==> config.mk <==
export PLATFORM = sky130hd
export DESIGN_NAME = mul_seq_flat
export DESIGN_NICKNAME = d
export VERILOG_FILES = /design/src/rtl/mul_seq_pkg.sv /design/src/rtl/mul_seq_if.sv /design/src/rtl/mul_seq_adder.sv /design/src/rtl/mul_seq.sv /design/src/flat_wrapper.sv
export SDC_FILE = /design/constraint.sdc
export NUM_CORES = 1
export LEC_CHECK = 0
export ABC_CLOCK_PERIOD_IN_PS = 37400
export CAP_MARGIN = 20
export CELL_PAD_IN_SITES_DETAIL_PLACEMENT = 1
export CELL_PAD_IN_SITES_GLOBAL_PLACEMENT = 1
export CORE_MARGIN = 4
export CORE_UTILIZATION = 45
export DETAILED_ROUTE_END_ITERATION = 10
export DONT_BUFFER_PORTS = 1
export PLACE_DENSITY = 0.74
export SYNTH_ARGS = -nofsm -noshare
export SYNTH_HDL_FRONTEND = slang
export SYNTH_SLANG_ARGS = --single-unit
==> constraint.sdc <==
create_clock -name clk -period 37.4 [get_ports clk]
set_input_delay 9.35 -clock clk [delete_from_list [all_inputs] [get_ports clk]]
set_output_delay 9.35 -clock clk [all_outputs]
set_load 0.05 [all_outputs]
==> src/rtl/mul_seq_pkg.sv <==
// Shared definitions for the RV32M multiplier sequencer: funct encodings,
// FSM states, default width and operand-signedness decode.
package mul_pkg;

  localparam int XLEN_DEFAULT = 32;

  typedef enum logic [1:0] {
    MUL_LO  = 2'b00,
    MUL_HSS = 2'b01,
    MUL_HSU = 2'b10,
    MUL_HUU = 2'b11
  } funct_e;

  typedef enum logic [2:0] {
    ST_IDLE   = 3'd0,
    ST_CALC   = 3'd1,
    ST_FIX_LO = 3'd2,
    ST_FIX_HI = 3'd3,
    ST_DONE   = 3'd4
  } state_e;

  // rs1 is signed for MULH and MULHSU.
  function automatic logic is_signed_rs1(input logic [1:0] f);
    logic r;
    case (f)
      2'b01:   r = 1'b1;
      2'b10:   r = 1'b1;
      default: r = 1'b0;
    endcase
    return r;
  endfunction

  // rs2 is signed for MULH only.
  function automatic logic is_signed_rs2(input logic [1:0] f);
    logic r;
    case (f)
      2'b01:   r = 1'b1;
      default: r = 1'b0;
    endcase
    return r;
  endfunction

endpackage

==> src/rtl/mul_seq_if.sv <==
// Request/response bundle between the execute stage and the multiplier.
interface mul_seq_if #(
  parameter int XLEN = 32
);
  logic            in_valid;
  logic            in_ready;
  logic [1:0]      funct;
  logic [XLEN-1:0] rs1;
  logic [XLEN-1:0] rs2;
  logic            kill;
  logic            out_valid;
  logic            out_ready;
  logic [XLEN-1:0] result;
  logic            busy;

  // Pipeline side: issues operations and consumes results.
  modport master (
    output in_valid, funct, rs1, rs2, kill, out_ready,
    input  in_ready, out_valid, result, busy
  );

  // Multiplier side.
  modport slave (
    input  in_valid, funct, rs1, rs2, kill, out_ready,
    output in_ready, out_valid, result, busy
  );
endinterface

==> src/rtl/mul_seq_adder.sv <==
// Ripple-carry adder built from a chain of full_adder cells.
module full_adder (
  input  logic a,
  input  logic b,
  input  logic cin,
  output logic sum,
  output logic cout
);
  assign sum  = a ^ b ^ cin;
  assign cout = (a & b) | (cin & (a ^ b));
endmodule

module ripple_adder #(
  parameter int W = 32
) (
  input  logic [W-1:0] a,
  input  logic [W-1:0] b,
  input  logic         cin,
  output logic [W-1:0] sum,
  output logic         cout
);
  logic [W:0] carry;

  assign carry[0] = cin;
  assign cout     = carry[W];

  for (genvar i = 0; i < W; i++) begin : g_bit
    full_adder u_fa (
      .a    (a[i]),
      .b    (b[i]),
      .cin  (carry[i]),
      .sum  (sum[i]),
      .cout (carry[i+1])
    );
  end
endmodule

==> src/rtl/mul_seq.sv <==
// Multi-cycle RV32M multiplier: shift-and-add over XLEN iterations on operand
// magnitudes, then a two-step two's-complement fixup of the 2*XLEN product.
// Every addition goes through the single shared ripple adder.
module mul_seq
  import mul_pkg::*;
#(
  parameter int XLEN = XLEN_DEFAULT
) (
  input logic        clk,
  input logic        rst_n,
  mul_seq_if.slave   bus
);
  localparam int CW = $clog2(XLEN);
  localparam logic [CW-1:0] CNT_LAST = CW'(XLEN - 1);

  state_e          state_q, state_d;
  logic [CW-1:0]   cnt_q, cnt_d;
  logic [XLEN-1:0] hi_q, hi_d;
  logic [XLEN-1:0] lo_q, lo_d;
  logic [XLEN-1:0] mcand_q, mcand_d;
  logic            neg_q, neg_d;
  funct_e          funct_q, funct_d;
  logic            carry_q, carry_d;
  logic [XLEN-1:0] result_q, result_d;
  logic            out_valid_q, out_valid_d;

  // Shared adder operands.
  logic [XLEN-1:0] add_a, add_b, add_sum;
  logic            add_cin, add_cout;

  // Intermediate values inside the next-state logic.
  logic            calc_c;
  logic [XLEN-1:0] calc_h;
  logic [XLEN-1:0] fix_hi;

  // Operand sign / magnitude decode at accept time (dedicated negators).
  logic            sgn1, sgn2;
  logic [XLEN-1:0] mag1, mag2;

  assign sgn1 = is_signed_rs1(bus.funct) & bus.rs1[XLEN-1];
  assign sgn2 = is_signed_rs2(bus.funct) & bus.rs2[XLEN-1];
  assign mag1 = sgn1 ? (~bus.rs1 + {{(XLEN-1){1'b0}}, 1'b1}) : bus.rs1;
  assign mag2 = sgn2 ? (~bus.rs2 + {{(XLEN-1){1'b0}}, 1'b1}) : bus.rs2;

  ripple_adder #(.W(XLEN)) u_add (
    .a    (add_a),
    .b    (add_b),
    .cin  (add_cin),
    .sum  (add_sum),
    .cout (add_cout)
  );

  // Next-state, datapath and adder operand selection.
  always_comb begin
    state_d     = state_q;
    cnt_d       = cnt_q;
    hi_d        = hi_q;
    lo_d        = lo_q;
    mcand_d     = mcand_q;
    neg_d       = neg_q;
    funct_d     = funct_q;
    carry_d     = carry_q;
    result_d    = result_q;
    out_valid_d = 1'b0;
    add_a       = {XLEN{1'b0}};
    add_b       = {XLEN{1'b0}};
    add_cin     = 1'b0;
    calc_c      = 1'b0;
    calc_h      = hi_q;
    fix_hi      = hi_q;

    case (state_q)
      ST_IDLE: begin
        if (bus.in_valid && !bus.kill) begin
          mcand_d = mag1;
          lo_d    = mag2;
          hi_d    = {XLEN{1'b0}};
          cnt_d   = {CW{1'b0}};
          neg_d   = sgn1 ^ sgn2;
          funct_d = funct_e'(bus.funct);
          state_d = ST_CALC;
        end else begin
          state_d = ST_IDLE;
        end
      end

      ST_CALC: begin
        add_a = hi_q;
        add_b = mcand_q;
        if (lo_q[0]) begin
          calc_c = add_cout;
          calc_h = add_sum;
        end else begin
          calc_c = 1'b0;
          calc_h = hi_q;
        end
        hi_d = {calc_c, calc_h[XLEN-1:1]};
        lo_d = {calc_h[0], lo_q[XLEN-1:1]};
        if (cnt_q == CNT_LAST) begin
          cnt_d   = {CW{1'b0}};
          state_d = ST_FIX_LO;
        end else begin
          cnt_d   = cnt_q + {{(CW-1){1'b0}}, 1'b1};
        end
      end

      ST_FIX_LO: begin
        add_a   = ~lo_q;
        add_cin = 1'b1;
        if (neg_q) begin
          lo_d    = add_sum;
          carry_d = add_cout;
        end else begin
          carry_d = 1'b0;
        end
        state_d = ST_FIX_HI;
      end

      ST_FIX_HI: begin
        add_a   = ~hi_q;
        add_cin = carry_q;
        if (neg_q) begin
          fix_hi = add_sum;
        end else begin
          fix_hi = hi_q;
        end
        hi_d     = fix_hi;
        result_d = (funct_q == MUL_LO) ? lo_q : fix_hi;
        state_d  = ST_DONE;
      end

      ST_DONE: begin
        // First DONE cycle registers out_valid; release happens only once
        // the consumer has seen it.
        if (out_valid_q && bus.out_ready) begin
          state_d = ST_IDLE;
        end else begin
          out_valid_d = 1'b1;
        end
      end

      default: begin
        state_d = ST_IDLE;
      end
    endcase

    // Flush abandons any in-flight operation; the last result is kept.
    if (bus.kill && (state_q != ST_IDLE)) begin
      state_d     = ST_IDLE;
      out_valid_d = 1'b0;
      result_d    = result_q;
      cnt_d       = {CW{1'b0}};
    end else begin
      cnt_d = cnt_d;
    end
  end

  // State and datapath registers.
  always_ff @(posedge clk or negedge rst_n) begin
    if (!rst_n) begin
      state_q     <= ST_IDLE;
      cnt_q       <= {CW{1'b0}};
      hi_q        <= {XLEN{1'b0}};
      lo_q        <= {XLEN{1'b0}};
      mcand_q     <= {XLEN{1'b0}};
      neg_q       <= 1'b0;
      funct_q     <= MUL_LO;
      carry_q     <= 1'b0;
      result_q    <= {XLEN{1'b0}};
      out_valid_q <= 1'b0;
    end else begin
      state_q     <= state_d;
      cnt_q       <= cnt_d;
      hi_q        <= hi_d;
      lo_q        <= lo_d;
      mcand_q     <= mcand_d;
      neg_q       <= neg_d;
      funct_q     <= funct_d;
      carry_q     <= carry_d;
      result_q    <= result_d;
      out_valid_q <= out_valid_d;
    end
  end

  assign bus.in_ready  = (state_q == ST_IDLE);
  assign bus.busy      = (state_q != ST_IDLE);
  assign bus.out_valid = out_valid_q;
  assign bus.result    = result_q;

endmodule

==> src/flat_wrapper.sv <==
// flat-port wrapper written by rule: the top's interface ports become plain ports
module mul_seq_flat import mul_pkg::*;
#(
  parameter int XLEN = XLEN_DEFAULT
)
  (clk, rst_n, bus_in_valid, bus_funct, bus_rs1, bus_rs2, bus_kill, bus_out_ready, bus_in_ready, bus_out_valid, bus_result, bus_busy);
  mul_seq_if #(.XLEN(XLEN)) bus_i ();
  input logic clk;
  input logic rst_n;
  input wire logic [$bits(bus_i.in_valid)-1:0] bus_in_valid;
  input wire logic [$bits(bus_i.funct)-1:0] bus_funct;
  input wire logic [$bits(bus_i.rs1)-1:0] bus_rs1;
  input wire logic [$bits(bus_i.rs2)-1:0] bus_rs2;
  input wire logic [$bits(bus_i.kill)-1:0] bus_kill;
  input wire logic [$bits(bus_i.out_ready)-1:0] bus_out_ready;
  output wire logic [$bits(bus_i.in_ready)-1:0] bus_in_ready;
  output wire logic [$bits(bus_i.out_valid)-1:0] bus_out_valid;
  output wire logic [$bits(bus_i.result)-1:0] bus_result;
  output wire logic [$bits(bus_i.busy)-1:0] bus_busy;
  assign bus_i.in_valid = bus_in_valid;
  assign bus_i.funct = bus_funct;
  assign bus_i.rs1 = bus_rs1;
  assign bus_i.rs2 = bus_rs2;
  assign bus_i.kill = bus_kill;
  assign bus_i.out_ready = bus_out_ready;
  assign bus_in_ready = bus_i.in_ready;
  assign bus_out_valid = bus_i.out_valid;
  assign bus_result = bus_i.result;
  assign bus_busy = bus_i.busy;
  mul_seq #(.XLEN(XLEN)) u_core (.clk(clk), .rst_n(rst_n), .bus(bus_i));
endmodule
After elaboration in Yosys (flattened, before gate mapping)
Cells that the tools add are included.
{"block": "totals", "output_inout_bits": 35, "ff_bits": 141, "in_bits": 71, "word_cells": 239}
{"block": "op_classes", "n_addsub": 3, "bitwise_logic": 168, "eq_ne": 12, "muxes": 29, "n_reduce_logical": 17}
{"operator": "two-way mux 32 bit", "count": 9}
{"operator": "one-hot mux 32 bit (3 select lines)", "count": 3}
{"operator": "inverter 32 bit", "count": 4}
{"operator": "AND 1 bit", "count": 66}
{"operator": "bitwise XOR 1 bit", "count": 65}
{"operator": "adder 32 x 1 -> 32 bit (second input constant)", "count": 2}
{"operator": "OR 1 bit", "count": 32}
{"operator": "two-way mux 5 bit", "count": 3}
{"operator": "one-hot mux 3 bit (5 select lines)", "count": 1}
{"operator": "nonzero test 3 bit", "count": 4}
{"operator": "one-hot mux 5 bit (2 select lines)", "count": 1}
{"operator": "AND reduction 2 bit", "count": 5}
{"operator": "two-way mux 3 bit", "count": 3}
{"operator": "!= test 3 x 1 -> 1 bit (second input constant)", "count": 3}
{"operator": "two-way mux 1 bit", "count": 8}
{"operator": "== test 3 x 2 -> 1 bit (second input constant)", "count": 2}
{"operator": "adder 5 x 1 -> 5 bit (second input constant)", "count": 1}
{"operator": "== test 5 bit (second input constant)", "count": 1}
{"operator": "!= test 2 x 1 -> 1 bit (second input constant)", "count": 2}
{"operator": "== test 3 x 1 -> 1 bit (second input constant)", "count": 1}
{"operator": "== test 3 bit (second input constant)", "count": 1}
{"operator": "logical AND 1 bit", "count": 3}
{"operator": "zero test 3 bit", "count": 1}
{"operator": "AND reduction 3 bit", "count": 1}
{"operator": "7 further kinds", "count": 7}

Logic depth before layout (Yosys ltp)
{"block": "logic_depth", "ltp_word": 69, "mapped_depth": 42, "ltp_nobuf": 39}

Modules after synthesis
Synthesis repeated with hierarchy kept, for this count alone.
{"block": "unflattened", "hier_cells": 1180, "hier_area_um2": 10073.4}
{"mod": "mul_seq", "n_inst": 1, "seq_area_each_um2": 3528.4, "cells_per_inst": 1148, "area_each_um2": 9432.8}
{"mod": "full_adder", "n_inst": 32, "seq_area_each_um2": 0.0, "cells_per_inst": 1, "area_each_um2": 20.0}

Worst setup path before layout
No wires, ideal clock.
{"block": "synth_path", "kind": "reg2reg", "startpoint": "register u_core.state_q[1]", "endpoint": "register u_core.hi_q[30]", "required_time_ns": 37.281, "setup_time_ns": 0.119, "arrival_time_ns": 14.193, "stages_incl_launch_ff": 43, "slack_ns": 23.088, "n_path_buf": 4, "period_less_slack_ns": 14.312, "cell_sequence": "dfrtp_1 buf_2 buf_2 nor3b_2 buf_2 buf_2 nand2_1 fa_1 fa_1 fa_1 fa_1 fa_1 fa_1 fa_1 fa_1 fa_1 fa_1 fa_1 [... 7 more ...] fa_1 fa_1 fa_1 fa_1 fa_1 fa_1 fa_1 fa_1 fa_1 fa_1 fa_1 fa_1 fa_1 fa_1 nand2_1 o21ai_0 o221ai_1 o21a_1"}
{"block": "synth_via", "elab_chain_len": 68, "elab_cells_between_ends": 140, "cone_classes": "eq/ne: 4; mux: 6; bitwise: 127; reduce/logical: 3"}
{"item": "start: declaration", "line_no": "mul_seq.sv:16", "text": "state_e state_q, state_d;"}
{"item": "start signal: assignment", "line_no": "mul_seq.sv:172", "text": "state_q <= state_d;"}
{"item": "== test 3 x 2 -> 1 bit or == test 3 x 1 -> 1 bit (tied branches)", "line_no": "mul_seq.sv:72", "text": "case (state_q)"}
{"item": "one-hot mux 32 bit (3 select lines) or two-way mux 32 bit (tied branches)", "line_no": "mul_seq.sv:72"}
{"item": "bitwise XOR 1 bit", "line_no": "mul_seq_adder.sv:10", "text": "assign cout = (a & b) | (cin & (a ^ b));"}
{"item": "AND 1 bit", "line_no": "mul_seq_adder.sv:10"}
{"item": "OR 1 bit", "line_no": "mul_seq_adder.sv:10"}
{"item": "AND 1 bit", "line_no": "mul_seq_adder.sv:10"}
{"item": "OR 1 bit", "line_no": "mul_seq_adder.sv:10"}
{"item": "AND 1 bit", "line_no": "mul_seq_adder.sv:10"}
{"item": "[... 52 more ...]"}
{"item": "OR 1 bit", "line_no": "mul_seq_adder.sv:10"}
{"item": "AND 1 bit", "line_no": "mul_seq_adder.sv:10"}
{"item": "OR 1 bit", "line_no": "mul_seq_adder.sv:10"}
{"item": "AND 1 bit", "line_no": "mul_seq_adder.sv:10"}
{"item": "OR 1 bit", "line_no": "mul_seq_adder.sv:10"}
{"item": "bitwise XOR 1 bit", "line_no": "mul_seq_adder.sv:9", "text": "assign sum = a ^ b ^ cin;"}
{"item": "two-way mux 32 bit", "line_no": "mul_seq.sv:90", "text": "if (lo_q[0]) begin"}
{"item": "one-hot mux 32 bit (3 select lines)", "line_no": "mul_seq.sv:72"}
{"item": "end signal: assignment", "line_no": "mul_seq.sv:163", "text": "hi_q <= {XLEN{1'b0}};"}
{"item": "end signal: assignment", "line_no": "mul_seq.sv:174", "text": "hi_q <= hi_d;"}
{"item": "end: declaration", "line_no": "mul_seq.sv:18", "text": "logic [XLEN-1:0] hi_q, hi_d;"}
Several ways; a longest one is shown, not always the timed one.
A chain may end at the register's enable or synchronous reset.

Worst setup path in the final report
{"block": "layout_path", "startpoint": "register u_core.state_q[0]", "endpoint": "register u_core.hi_q[30]"}
The elaborated chain is that of the path after synthesis.

==> flow_summary.yaml <==
place:
  place.gp.congestion: 0.910
  io_buffer_count: 0
  post-dp-hpwl_mm: 23.3
sta:
  finalSetupViolCount: 0
  fmax_mhz: 65.8
  whs_ns: 0.499
  worst_slew_pin_slew_ns: 1.01
  rsz0062_at_grt: "false"
  hold_violations: 0
  fin_worst_skew_ns: 0.0113
  slew_headroom_pct: 32.5
  slew_violations: 0
  final.setup.tns_ns: 0
  fin_crit_ns: 15.21
  min_period_over_period_pct: 40.7
drt:
  routedWlPerCell_um: 22.5
  drcViolationCount: 0
  drtIter0Drc: 599
  top_layer: "met4"
  wl_met2_mm: 13.2
  drt-total-wl_mm: 32.3
  met3_length_mm: 2.94
  wl_met1_mm: 15.8
  drtAntennaViolNets: 0
  num_vias: 8871
  first_pass_iters: 5
  avgViaCountPerCell: 6.19
setup_path:
  crit_type: "reg -> reg"
  cp_common_cell: "fa_1"
  critPathRequiredTime_ns: 37.71
  path_delay_family: "adder cells"
  timing.critical_path.buf_inv: 1
  crit_path_end_kind: "flop"
  cp-start-kind: "flop"
  slowest_stage: "dfrtp_1"
  critPathArrivalTime_ns: 15.52
  critical-path-max-stage-delay_ns: 0.76
  path_max_fanout: 53
synth:
  yosys.cell_types.count: 71
  ys_seq_area_share_pct: 35.1
  synth_area_leaders: "dfrtp_1, fa_1, nand2_1"
  synth_top_area_cell: "dfrtp_1"
  synth_fp_nets: 1306
  ys_seq_elements: 141
  yosys_warnings: 0
  yosysMostFrequentCell: "nand2_1"
  synth_edf_count: 0
  avgSynthCellArea_um2: 8.40
  synth_area_um2: 10100
  synthFlopType: "dfrtp_1"
  async_flop_share_pct: 100
  synth_commonest_cells: "nand2_1, dfrtp_1, nor2_1"
  netlist.area_leader.share_pct: 35.1
  syn_inst: 1198
layout:
  area_growth_pct: 6.26
  layout-drive-gt1-share_pct: 7.81
  fin_nets: 1248
  n_antenna_cell: 0
  nFillCells: 2645
pwr:
  power_density_nw_per_um2: 48.7
  p_total_mw: 0.521
  leakage_nw: 3.90
  vdd_drop_max_uv: 24.1
die:
  pin_count: 106
  die_area_um2: 24800
  die_h_um: 158
  start_util_pct: 46.0
  core_area_um2: 21900
  die_x_um: 158
  std_cell_rows: 54
global_route:
  overflow: 0
  grt_pass1_vias: 8790
  grt_pass1_wl_mm: 51.5
  antenna_found_initial: 0
  grt.total_usage_pct: 26.6
  grt_max_degree: 142
clock_tree:
  htreeDepth: 4
  numCtsBuffers: 17
  path_clk_slew_ns: 0.06
  clock_sinks: 141
  post_cts_buffers: 0
  clk_latency_ns: 0.43
  cts-resized-gates: 0
  cts_tree: "built"
  clockBufferDepth: 2
  post_cts_hold_buffer_count: 0
  cts_root_buf: "clkbuf_16"
flow_run:
  drv_cap: 0
run_status:
  status: "completed"
min_path:
  hold_class: "reg -> reg"
-- routing by layer --
layer	global-route usage [%]	vias to the layer above
met5	0	-
met3	7.62	30
li1	-	4144
met1	41.3	4391
met2	36.5	306
met4	6.19	0
-- placed cells by master (no fill, tap or decap), drive strengths merged, types with 3 or more instances in the layout --
cell type and n:
nor2b 6, or2 5, or3 11, a211oi 6, clkbuf 19, buf 15, o221ai 46, mux2i 9
nor3b 3, a2bb2oi 6, nand2 168, clkinvlp 7, o22ai 34, nor3 17, clkinv 4, nand4 4
and3 6, o31ai 14, nand3 8, fa 32, dfrtp 141, o41ai 8, inv 15, nor4 11
o21ai 123, ha 5, or4 5, xnor2 49, a221oi 5, xor2 35, nand2b 32, a21oi 98
o21a 36, nor2 136, a31oi 10
-- area by class of cell --
cell class / instances / area [um^2] / area share, %
clock buffer: 19 / 443 / 4.14
clock inverter: 13 / 93.8 / 0.877
inverter: 13 / 48.8 / 0.456
multi-input combinational: 952 / 6120 / 57.2
sequential: 141 / 3530 / 33.0
tap: 280 / 350 / 3.28
timing repair buffer: 15 / 113 / 1.05
-- sequential cells by signal, summed over array words and instances (netlist names) --
name                  flops
u_core.funct_q            2
u_core.hi_q              32
u_core.lo_q              32
u_core.neg_q              1
u_core.mcand_q           32
u_core.state_q            3
u_core.carry_q            1
u_core.bus.out_valid      1
u_core.cnt_q              5
u_core.bus.result        32
-- logic make-up (layout without fill, tap and decap cells) --
logic type | after synthesis | in the layout | synth area share [%]
simple gates | 421 | 421 | 20.0
compound gates | 399 | 399 | 25.1
flops | 141 | 141 | 35.1
buf+inv | 105 | 60 | 4.50
xor+xnor | 84 | 84 | 7.31
fa+ha+maj | 37 | 37 | 6.99
mux | 11 | 11 | 1.12
-- worst min-delay path, stage by stage, from the launching register on --
cell	delay [ns]
dfrtp_1	0.35
nand2_1	0.05
o21ai_0	0.06
-- worst paths after layout --
check / cells past startpoint / endpoint / slack (ns) / from
worst max-delay path: 39 / u_core.hi_q[30] / 22.19 / u_core.state_q[0]
max in group asynchronous: 0 / u_core.lo_q[8] / 28.55 / rst_n
worst max register to register: 39 / u_core.hi_q[30] / 22.19 / u_core.state_q[0]
worst min register to register: 2 / u_core.carry_q / 0.50 / u_core.carry_q
min in group asynchronous: 0 / u_core.bus.result[7] / 8.61 / rst_n
worst min-delay path: 2 / u_core.carry_q / 0.50 / u_core.carry_q
-- where the power goes --
part | total, mW | leakage [nW] | switching, mW | internal [mW]
registers | 0.221 | 1.72 | 0.0432 | 0.178
logic | 0.141 | 1.94 | 0.0863 | 0.0551
clock network | 0.158 | 0.244 | 0.0715 | 0.0865
-- stage by stage --
| stage | std cells | util, % | setup slack [ns] | area (um^2) |
|---|---|---|---|---|
| CTS | 1433 | 48.9 | 22.27 | 10700 |
| global placement | 1401 | 46.4 | 22.49 | 10200 |
| finish | 1433 | 48.9 | 22.19 | 10700 |
| floorplan | 1198 | - | 23.09 | 10100 |
| detailed placement | 1401 | 46.4 | 22.34 | 10200 |
| global route | 1433 | 48.9 | 21.67 | 10700 |
Power figures use the tool's default switching activity.
